`src/rtl/issue_scoreboard.sv`:
```
// Register scoreboard and issue scheduler for the decode stage.
// Tracks per-register writeback countdowns and stalls on RAW, WAW and writeback port conflicts.
`timescale 1ns/1ps
module issue_scoreboard #(
  parameter int NREG    = 32,
  parameter int AW      = 5,
  parameter int LATW    = 3,
  parameter int DEF_LAT = 2
) (
  input  logic            clk,
  input  logic            rst_n,
  input  logic            issue_valid,
  input  logic [AW-1:0]   issue_rs,
  input  logic [AW-1:0]   issue_rt,
  input  logic [AW-1:0]   issue_rd,
  input  logic            issue_regw,
  input  logic [LATW-1:0] issue_lat,
  input  logic            flush,
  output logic            stall,
  output logic            pc_write,
  output logic            ifid_write,
  output logic            bubble,
  output logic            wb_valid,
  output logic [AW-1:0]   wb_rd,
  output logic [NREG-1:0] busy_vec,
  output logic [15:0]     stall_cnt
);

  logic [LATW-1:0] cnt [NREG];
  logic [LATW-1:0] eff_lat;
  logic [LATW-1:0] eff_lat_p1;
  logic [NREG-1:0] port_hit;
  logic [NREG-1:0] wb_hit;
  logic            rd_tracked;
  logic            raw_haz;
  logic            waw_haz;
  logic            port_haz;
  logic            raw_stall;
  logic            accept;
  logic            set_rd;

  assign eff_lat    = (issue_lat == '0) ? LATW'(DEF_LAT) : issue_lat;
  assign eff_lat_p1 = eff_lat + LATW'(1);
  assign rd_tracked = issue_regw && (issue_rd != '0);

  always_comb begin
    busy_vec = '0;
    port_hit = '0;
    wb_hit   = '0;
    wb_valid = 1'b0;
    wb_rd    = '0;
    for (int r = 1; r < NREG; r++) begin
      busy_vec[r] = (cnt[r] != '0);
      port_hit[r] = (cnt[r] == eff_lat_p1);
      wb_hit[r]   = (cnt[r] == LATW'(1));
      if (wb_hit[r]) begin
        wb_valid = 1'b1;
        wb_rd    = AW'(r);
      end
    end
  end

  // busy_vec[0] is constant zero, so register 0 as a source never hazards
  assign raw_haz   = busy_vec[issue_rs] || busy_vec[issue_rt];
  assign waw_haz   = rd_tracked && busy_vec[issue_rd];
  assign port_haz  = rd_tracked && (port_hit != '0);
  assign raw_stall = issue_valid && (raw_haz || waw_haz || port_haz);

  assign stall      = raw_stall && !flush;
  assign pc_write   = !stall;
  assign ifid_write = !stall;
  assign bubble     = stall || flush;
  assign accept     = issue_valid && !stall && !flush;
  assign set_rd     = accept && rd_tracked;

  always_ff @(posedge clk or negedge rst_n) begin
    if (!rst_n) begin
      for (int r = 0; r < NREG; r++) cnt[r] <= '0;
    end else begin
      cnt[0] <= '0;
      for (int r = 1; r < NREG; r++) begin
        if (set_rd && (issue_rd == AW'(r)))
          cnt[r] <= eff_lat;
        else if (cnt[r] != '0)
          cnt[r] <= cnt[r] - LATW'(1);
      end
    end
  end

  always_ff @(posedge clk or negedge rst_n) begin
    if (!rst_n)
      stall_cnt <= '0;
    else if (stall && (stall_cnt != 16'hFFFF))
      stall_cnt <= stall_cnt + 16'd1;
  end

  // The port-conflict stall guarantees at most one register completes per edge
  a_single_wb: assert property (@(posedge clk) disable iff (!rst_n) $onehot0(wb_hit))
    else $error("issue_scoreboard: multiple writebacks in one cycle");

  a_legal_lat: assert property (@(posedge clk) disable iff (!rst_n)
    issue_valid |-> (issue_lat <= LATW'((1 << LATW) - 2)))
    else $error("issue_scoreboard: illegal issue_lat %0d", issue_lat);

endmodule

```
`config.mk`:
```
export PLATFORM = sky130hd
export DESIGN_NAME = issue_scoreboard
export DESIGN_NICKNAME = d
export VERILOG_FILES = /design/src/rtl/issue_scoreboard.sv
export SDC_FILE = /design/constraint.sdc
export NUM_CORES = 1
export LEC_CHECK = 0
export CELL_PAD_IN_SITES_DETAIL_PLACEMENT = 1
export CELL_PAD_IN_SITES_GLOBAL_PLACEMENT = 2
export CORE_MARGIN = 8
export CORE_UTILIZATION = 38
export CTS_BUF_LIST = sky130_fd_sc_hd__clkbuf_8
export DETAILED_ROUTE_END_ITERATION = 7
export PLACE_DENSITY = 0.85
export SYNTH_ARGS = -nofsm -noshare
export SYNTH_HDL_FRONTEND = slang
export SYNTH_SLANG_ARGS = --single-unit
```
`constraint.sdc`:
```
create_clock -name clk -period 3.9 [get_ports clk]
set_input_delay 0.39 -clock clk [delete_from_list [all_inputs] [get_ports clk]]
set_output_delay 0.39 -clock clk [all_outputs]
set_load 0.1 [all_outputs]
```
==> metrics.csv, run 1 <==
stage,metric,value,unit
clock_tree,clockRootBuffer,clkbuf_8,
route,antenna_left,0,
route,vias_per_cell,5.72,
synthesis,synth_area_leaders,"dfrtp_1 (26%), ha_1 (11%), mux2i_1 (10%), nand2b_1 (5.2%), o21ai_0 (4.4%)",
flow_run,drv_cap,0,
synthesis,yosysWarnings,0,
sta,worst_pin_slew,1.00,ns
placement,place_hpwl,31300,um
die,die-area,33400,um^2
synthesis,synth.distinct_cells,68,
power_and_ir_drop,powerDensity,868,nW/um^2
route,num_vias,10002,
final_layout,regArea,2750,um^2
sta,finalHoldViolCount,0,
synthesis,ys_ff_latch,109,
grt,antenna_found_initial,0,
die,rows,61,
clock_tree,clock_path_buffers,2,
setup_path,start_kind,register,
setup_path,r2r_start,cnt[18],
setup_path,regToRegSetupSlack,0.19,ns
setup_path,crit_path_cell_trace,"inv_1, ha_1, nand2b_1, mux4_2, nand3_1, a41oi_1, o41a_1, buf_4, a21oi_2, or2_4, clkinvlp_4, buf_12",
sta,rsz0062_at_grt,yes,
sta,hold_ws,0.495,ns
setup_path,cp_slowest_cell,mux4_2,
sta,setup_violations,0,
run_status,outcome,"complete, no violations",
clock_tree,cts_sinks,109,
synthesis,synth_top_area_share,25.8,%
die,die_y,183,um
grt,grt_pass1_vias,10325,
setup_path,criticalPathCategory,register to output port,
sta,slew_headroom,32.8,%
synthesis,syn_inst,1262,
final_layout,multi_input_area,7270,um^2
route,drc,0,
final_layout,fill_cells,3276,
synthesis,synthesis.area,10600,um^2
final_layout,final_common_cell,buf_4,
setup_path,slowest_delay,0.51,ns
clock_tree,h-tree-depth,3,
setup_path,arrival,3.45,ns
power_and_ir_drop,switchingPower,6.22,mW
final_layout,mostFrequentLayoutCells,"buf_4 (127), mux2i_1 (106), o21ai_0 (93)",
placement,placed_cell_area,12300,um^2
power_and_ir_drop,ir_drop,634,uV
final_layout,drive_above_1_share,19.0,%
synthesis,synth_nets,1379,
power_and_ir_drop,power,11.1,mW
die,start_util,38.3,%
final_layout,fin_area,12700,um^2
grt,grt_use_total,23.7,%
worst_hold_path,hold_class,input port to async pin,
synthesis,async_flop_share,100,%
grt,grt_max_degree,38,
synthesis,syn-mean-instance-area,8.38,um^2
grt,grt_pass1_wl,61500,um
power_and_ir_drop,internal_power,4.84,mW
setup_path,required,3.51,ns
clock_tree,tritoncts,built,
sta,finalClockSkew,0.0182,ns
final_layout,area_delta_synth_final,20.4,%
synthesis,synth_top_area_cell,dfrtp_1,
power_and_ir_drop,pwr-share-seq,23.3,%
clock_tree,path_clk_slew,0.11,ns
setup_path,crit_fanout,6,
final_layout,layout.nets,1482,
placement,place.gp.congestion,0.935,
grt,gr-total-overflow,0,
sta,period_needed,3.84,ns
setup_path,cp-end-kind,output port,
power_and_ir_drop,power.static_leakage,5.55,nW
route,first_pass_iters,5,
synthesis,synth_seq_area_share,25.8,%
power_and_ir_drop,p_clk_share,6.9,%
route,wl_per_cell,23.0,um
die,core_area,27600,um^2
sta,period_share,98.5,%
setup_path,rr_endpoint,cnt[31],
synthesis,synthFlopType,dfrtp_1,
sta,timing.fmax,260,MHz
sta,slew_viol_final,0,
setup_path,ff2ff_path_depth,11,
final_layout,antenna_cells,0,
route,drtIter0Drc,602,
die,ios,81,
power_and_ir_drop,comb_power_share,69.8,%
clock_tree,insertion_delay,0.41,ns
route,finalWirelength,40200,um
power_and_ir_drop,swShare,56.2,%
clock_tree,cts_buffers,9,
synthesis,synth_edf_count,0,
die,die_w,183,um
placement,portBuffers,79,
critical path, delay by kind of cell (launching register included):
family | cells | cell delay [ns]
DFF | 1 | 0.48
AOI/OAI and AO/OA | 3 | 0.76
muxes | 1 | 0.51
and+or+nand+nor | 3 | 0.52
buffers and inverters | 4 | 0.60
adders and majority gates | 1 | 0.18
per-layer routing:
| metal | global-route usage [%] | routed length [um] | vias up |
|---|---|---|---|
| met4 | 9.24 | 1520 | 0 |
| met2 | 40.0 | 19000 | 269 |
| met1 | 30.0 | 17600 | 5052 |
| li1 | - | - | 4596 |
| met3 | 3.88 | 1970 | 85 |
| met5 | 0 | 0 | - |
how the worst max path moves through the flow:
stage	startpoint	to	depth (start not counted)	slack [ns]
2_1_floorplan	cnt[18]	stall	11	0.08
3_3_place_gp	issue_lat[0]	stall	17	-0.02
3_5_place_dp	issue_lat[0]	cnt[31]	13	-0.11
4_1_cts	cnt[10]	stall	15	0.008
5_1_grt	cnt[76]	stall	15	-0.09
6_report	cnt[18]	stall	12	0.06
cell usage after synthesis (23+ instances only):
master      n
a21oi_1    41
buf_2      23
clkbuf_1   66
dfrtp_1   109
ha_1       94
inv_1      81
mux2i_1   106
nand2_1    78
nand2b_1   88
nand3_1    30
nor2_1     75
nor2b_1    40
nor3_1     36
o21ai_0    93
o22ai_1    39
xnor2_1    53
xor2_1     25
metrics by stage:
stage	utilization [%]	setup WS, ns	setup TNS [ns]	cells
floorplan	-	0.0847	0	1262
global placement	44.4	-0.0176	-0.0327	1720
detailed placement	44.4	-0.115	-1.03	1720
CTS	45.4	0.00769	0	1740
global route	46.1	-0.0942	-0.105	1748
finish	46.1	0.0569	0	1748
power groups by stage:
stage / combinational, mW / clock, mW / sequential, mW
after global routing: 8.35 / 0.819 / 2.68
after floorplan: 5.45 / 0 / 2.39
after detailed placement: 7.46 / 0 / 2.57
after CTS: 7.54 / 0.786 / 2.55
final: 7.72 / 0.761 / 2.58
after global placement: 7.22 / 0 / 2.54
cell type report:
cell class                      count  share of cell area, %
Clock buffer                       10                   1.08
Tap cell                          378                   3.71
Inverter                           82                   2.45
Sequential cell                   109                   21.6
Timing Repair Buffer              194                   13.7
Clock inverter                      6                  0.481
Multi-Input combinational cell    969                   57.0
what timing repair did:
item	CTS	global route
endpoints found under the setup margin	4	9
gates resized for setup	10	57
pin swaps	0	5
endpoints found under the hold margin	35	0
hold buffers	1	0
buffers inserted	3	8
state kept, by name (all words and copies together), names as in the netlist:
signal and count:
cnt 93, stall_cnt 16
cells by family (layout without fill, tap and decap cells):
logic type      Yosys count  after routing  share of synthesized area [%]
xor+xnor                 78             78                           6.46
other cells               1              1                         0.0354
fa+ha+maj                94             94                           11.1
buf+inv                 184            292                           7.08
mux                     123            123                           13.2
compound gates          243            243                           14.0
simple gates            430            430                           22.3
flops                   109            109                           25.8
(Power assumes the default switching activity.)
==> run 2, diff against run 1 <==
Settings changed: GPL_TIMING_DRIVEN set to 0.
==> run 2 against run 1 <==
Sequential power down 8%. Critical path depth rose by 1. Setup slack lost 0.046 ns. Clock skew about the same. Critical path type is now input port to output port.
==> metrics.csv, run 2 (same netlist as run 1, synthesis figures left out) <==
stage,metric,value,unit
run_status,outcome,"complete, no violations",
sta,timing.fmax,257,MHz
final_layout,mostFrequentLayoutCells,"mux2i_1 (104), o21ai_0 (93)",
sta,setup_violations,0,
setup_path,arrival,3.50,ns
final_layout,instances_no_fill,1783,
final_layout,largest_reg_flops,93,
grt,gr-total-overflow,0,
route,antenna_left,0,
die,die-area,33400,um^2
route,first_pass_iters,5,
setup_path,crit_fanout,7,
die,ios,81,
sta,period_needed,3.89,ns
clock_tree,clockRootBuffer,clkbuf_8,
route,vias_per_cell,5.88,
flow_run,drv_cap,0,
grt,grt_max_degree,65,
setup_path,criticalPathCategory,input port to output port,
grt,grt_pass1_wl,65000,um
sta,period_share,99.7,%
placement,placed_cell_area,11800,um^2
grt,grt_use_total,25.7,%
die,start_util,38.3,%
placement,place.gp.congestion,0.988,
final_layout,final_core_util,47.2,%
route,wl_per_cell,25.1,um
setup_path,required,3.51,ns
sta,finalHoldViolCount,0,
clock_tree,cts_buffers,9,
grt,antenna_found_initial,3,
worst_hold_path,hold_class,input port to async pin,
clock_tree,insertion_delay,0.41,ns
grt,grt_pass1_vias,10487,
route,drc,0,
setup_path,start_kind,input port,
setup_path,cp_common_cell,buf_4,
route,drtIter0Drc,799,
power_and_ir_drop,powerDensity,875,nW/um^2
route,num_vias,10487,
final_layout,fill_cells,3308,
clock_tree,tritoncts,built,
die,rows,61,
route,finalWirelength,44700,um
power_and_ir_drop,ir_drop,584,uV
placement,portBuffers,70,
die,die_w,183,um
clock_tree,clock_path_buffers,2,
setup_path,cp_slowest_cell,clkdlybuf4s50_1,
final_layout,antenna_cells,0,
sta,slew_viol_final,0,
final_layout,top_regs,"cnt x93, stall_cnt x16",
setup_path,cp-end-kind,output port,
clock_tree,cts_sinks,109,
final_layout,final_common_cell,mux2i_1,
final_layout,area_delta_synth_final,23.3,%
final_layout,layout.nets,1518,
setup_path,slowest_delay,0.53,ns
setup_path,crit_path_cell_trace,"clkdlybuf4s50_1, nand2b_1, o22ai_1, o21a_1, a2111oi_0, a21oi_1, nor4b_4, nand2_2, buf_4, a21oi_2, or2_4, clkinvlp_4, buf_4",
placement,dp.cells,1711,
die,core_area,27600,um^2
clock_tree,path_clk_slew,0.12,ns
final_layout,top_register,cnt,
final_layout,fin_area,13000,um^2
power_and_ir_drop,power.static_leakage,5.62,nW
sta,finalClockSkew,0.0182,ns
sta,slew_headroom,23.7,%
die,die_y,183,um
sta,worst_pin_slew,1.14,ns
clock_tree,h-tree-depth,3,
placement,place_hpwl,32800,um
final_layout,drive_above_1_share,20.9,%
[run 2: per-stage QoR]
stage	setup TNS, ns	total power [mW]	setup slack, ns	hold WS, ns
after floorplan	0	7.83	0.0847	0.0944
after global placement	-371.21	9.62	-2.42	0.479
after detailed placement	-117.27	9.88	-1.68	0.372
after CTS	-0.0769	10.8	-0.0373	0.482
after global routing	-2.94	12.2	-0.191	0.510
final	0	11.4	0.0113	0.480
[run 2: final timing paths]
check | from | end | slack, ns | depth (start not counted)
setup reg to reg | cnt[21] | cnt[64] | 0.05 | 15
max in group asynchronous | rst_n | cnt[3] | 2.63 | 3
hold reg to reg | stall_cnt[12] | stall_cnt[12] | 0.50 | 1
min in group clk | stall_cnt[12] | stall_cnt[12] | 0.50 | 1
setup / recovery | issue_rd[0] | stall | 0.01 | 13
hold / removal | rst_n | cnt[19] | 0.48 | 2
[run 2: worst max-delay path: cells and delay by family]
kind | cells | cell delay (ns)
AOI/OAI and AO/OA | 5 | 1.08
and+or+nand+nor | 4 | 1.01
buffers and inverters | 4 | 1.00
[run 2: final cells by class]
type | instances | area (um^2) | share of cell area (%)
Timing Repair Buffer | 137 | 1230 | 9.44
Inverter | 82 | 314 | 2.41
Clock buffer | 11 | 151 | 1.16
Buffer | 93 | 611 | 4.68
Tap cell | 378 | 473 | 3.63
Multi-Input combinational cell | 969 | 7480 | 57.4
Sequential cell | 109 | 2760 | 21.1
Clock inverter | 4 | 25.0 | 0.192
[run 2: timing repair]
item,4_1_cts,5_1_grt
endpoints found under the setup margin,110,91
pin swaps,9,18
setup buffers,12,52
hold buffers,1,0
endpoints found under the hold margin,45,0
cloned,0,1
gates resized for setup,123,137
[run 2: metal layers]
layer | track usage (%) | routed length, um | vias up
li1 | - | - | 4675
met1 | 32.2 | 18500 | 5231
met2 | 43.4 | 21000 | 456
met3 | 4.12 | 3180 | 121
met4 | 10.8 | 1970 | 4
met5 | 0 | 29 | -
[run 2: power breakdown]
group / switching (mW) / leakage, nW / total [mW] / internal (mW)
registers: 0.653 / 1.26 / 2.38 / 1.72
clock network: 0.463 / 0.0984 / 0.729 / 0.265
logic: 5.28 / 4.26 / 8.31 / 3.03
==> run 3, diff against run 2 <==
Settings changed: ABC_CLOCK_PERIOD_IN_PS set to 4950, CORE_UTILIZATION 38 to 41, PLACE_DENSITY 0.85 to 0.91.
Clock period 3.9 ns to 4.95 ns, I/O delays scaled along.
==> run 3 against run 2 <==
Die area decreased by 6.7%. Routed wire length decreased by 5.7%. Clock-buffer cell count decreased by 2. Cell count decreased by 5.7%. Clock power decreased by 2.9%. Core utilization decreased by 0.51 points. Combinational power decreased by 29%. Global-route usage increased by 1.2 points.
==> metrics.csv, run 3 (same netlist as run 1, synthesis figures left out) <==
stage,metric,value,unit
run_status,outcome,"complete, no violations",
sta,period_needed,4.78,ns
power_and_ir_drop,power.static_leakage,5.14,nW
die,rows,59,
setup_path,criticalPathCategory,input port to output port,
sta,setup_violations,0,
route,num_vias,10132,
power_and_ir_drop,power,8.51,mW
setup_path,start_kind,input port,
grt,gr-total-overflow,0,
setup_path,crit_path_cell_trace,"clkdlybuf4s50_1, buf_2, buf_2, buf_1, a21oi_1, o221ai_1, nor4_2, and4_1, nand2_1, a21oi_1, or2_2, buf_4, clkbuf_4",
final_layout,multi_input_area,7140,um^2
setup_path,cp-end-kind,output port,
sta,rsz0062_at_grt,no,
route,drtIter0Drc,851,
sta,hold_ws,0.503,ns
die,start_util,41.2,%
power_and_ir_drop,ir_drop,506,uV
worst_hold_path,hold_path.startpoint,stall_cnt[12],
setup_path,arrival,4.28,ns
final_layout,drive_above_1_share,7.35,%
clock_tree,tritoncts,built,
setup_path,r2r_start,cnt[83],
clock_tree,h-tree-depth,3,
setup_path,ff2ff_path_depth,12,
clock_tree,path_clk_slew,0.11,ns
sta,worst_pin_slew,1.01,ns
sta,finalClockSkew,0.0205,ns
worst_hold_path,hold_class,register to register,
setup_path,slowest_delay,0.55,ns
final_layout,largest_reg_flops,93,
sta,fin_ws,0.171,ns
final_layout,regArea,2730,um^2
sta,period_share,96.5,%
clock_tree,postCtsSetupRepairBufs,0,
setup_path,cp_slowest_cell,buf_1,
grt,grt_use_total,26.9,%
grt,grt_max_degree,78,
sta,timing.fmax,209,MHz
die,ios,81,
placement,placed_cell_area,11700,um^2
final_layout,fin_area,12000,um^2
clock_tree,clockRootBuffer,clkbuf_8,
final_layout,fill_cells,3098,
die,die_y,177,um
flow_run,drv_cap,0,
route,vias_per_cell,6.02,
clock_tree,insertion_delay,0.41,ns
setup_path,rr_endpoint,cnt[18],
grt,antenna_found_initial,1,
final_layout,antenna_cells,0,
final_layout,top_register,cnt,
final_layout,final_common_cell,dfrtp_1,
grt,grt_pass1_wl,63900,um
power_and_ir_drop,powerDensity,709,nW/um^2
die,die_w,177,um
final_layout,final_core_util,46.7,%
final_layout,area_delta_synth_final,13.4,%
route,wl_per_cell,25.1,um
setup_path,crit_fanout,10,
die,core_area,25700,um^2
placement,dp_slack,-0.717,ns
die,die-area,31200,um^2
route,first_pass_iters,5,
setup_path,required,4.45,ns
placement,portBuffers,70,
setup_path,regToRegSetupSlack,0.57,ns
route,antenna_left,0,
route,drc,0,
sta,finalHoldViolCount,0,
placement,place.gp.congestion,0.928,
worst_hold_path,hold_depth,1,
clock_tree,cts_buffers,9,
grt,grt_pass1_vias,10449,
clock_tree,clock_path_buffers,2,
sta,slew_viol_final,0,
worst_hold_path,holdPathEnd,stall_cnt[12],
placement,place_hpwl,32200,um
clock_tree,cts_sinks,109,
final_layout,top_regs,"cnt x93, stall_cnt x16",
final_layout,mostFrequentLayoutCells,"dfrtp_1 (109), mux2i_1 (106), ha_1 (94)",
sta,slew_headroom,32.8,%
route,finalWirelength,42200,um
final_layout,layout.nets,1461,
[run 3: cell count changes in the layout (fill, tap and decap cells not counted), moves of 22 or more]
cell / before / now
inv_2: 22 / 0
clkbuf_1: 21 / 64
inv_1: 59 / 81
buf_4: 84 / 6
dfrtp_1: 84 / 109
dfrtp_2: 25 / 0
[run 3: final cells by class]
| class | count | area share (%) |
|---|---|---|
| Tap cell | 335 | 3.49 |
| Clock inverter | 5 | 0.897 |
| Clock buffer | 9 | 1.03 |
| Sequential cell | 109 | 22.7 |
| Multi-Input combinational cell | 969 | 59.5 |
| Buffer | 101 | 3.72 |
| Timing Repair Buffer | 72 | 6.08 |
| Inverter | 82 | 2.57 |
[run 3: through the flow]
step	TNS, ns	cells
finish	0	1682
global route	0	1682
CTS	0	1682
detailed placement	-12.19	1668
global placement	-161.53	1667
floorplan	0	1262
[run 3: timing repair]
action / 4_1_cts / 5_1_grt
hold buffers: 1 / 0
hold endpoints to repair: 32 / 0
endpoints found under the setup margin: 4 / 42
gates resized for setup: 16 / 18
[run 3: worst max-delay path, delay by kind of cell]
kind / cells / cell delay (ns)
AND/OR/NAND/NOR: 4 / 0.87
buffers and inverters: 6 / 2.29
AO/OA/AOI/OAI: 3 / 0.63
[run 3: worst max path at each step]
stage	startpoint	end	slack [ns]	depth (start not counted)
after detailed placement	issue_lat[0]	pc_write	-0.72	11
after floorplan	cnt[15]	stall	0.22	13
final	issue_lat[2]	pc_write	0.17	13
after global placement	rst_n	cnt[76]	-1.40	1
after global routing	issue_lat[2]	pc_write	0.04	14
after CTS	issue_lat[2]	bubble	0.006	13
[run 3: power by group]
part           internal [mW]  switching (mW)  total [mW]
clock                  0.336           0.372       0.708
combinational           1.99            3.95        5.94
sequential              1.34           0.526        1.86
total                   3.67            4.84        8.51
[run 3: layer usage]
layer	up-vias	track usage [%]	routed length [um]	share of wire (%)
met5	-	0	0	0
met4	0	12.4	1880	4.4
met3	101	4.84	2790	6.6
met2	341	44.0	19500	46
met1	5137	34.0	18000	43
li1	4553	-	-	-
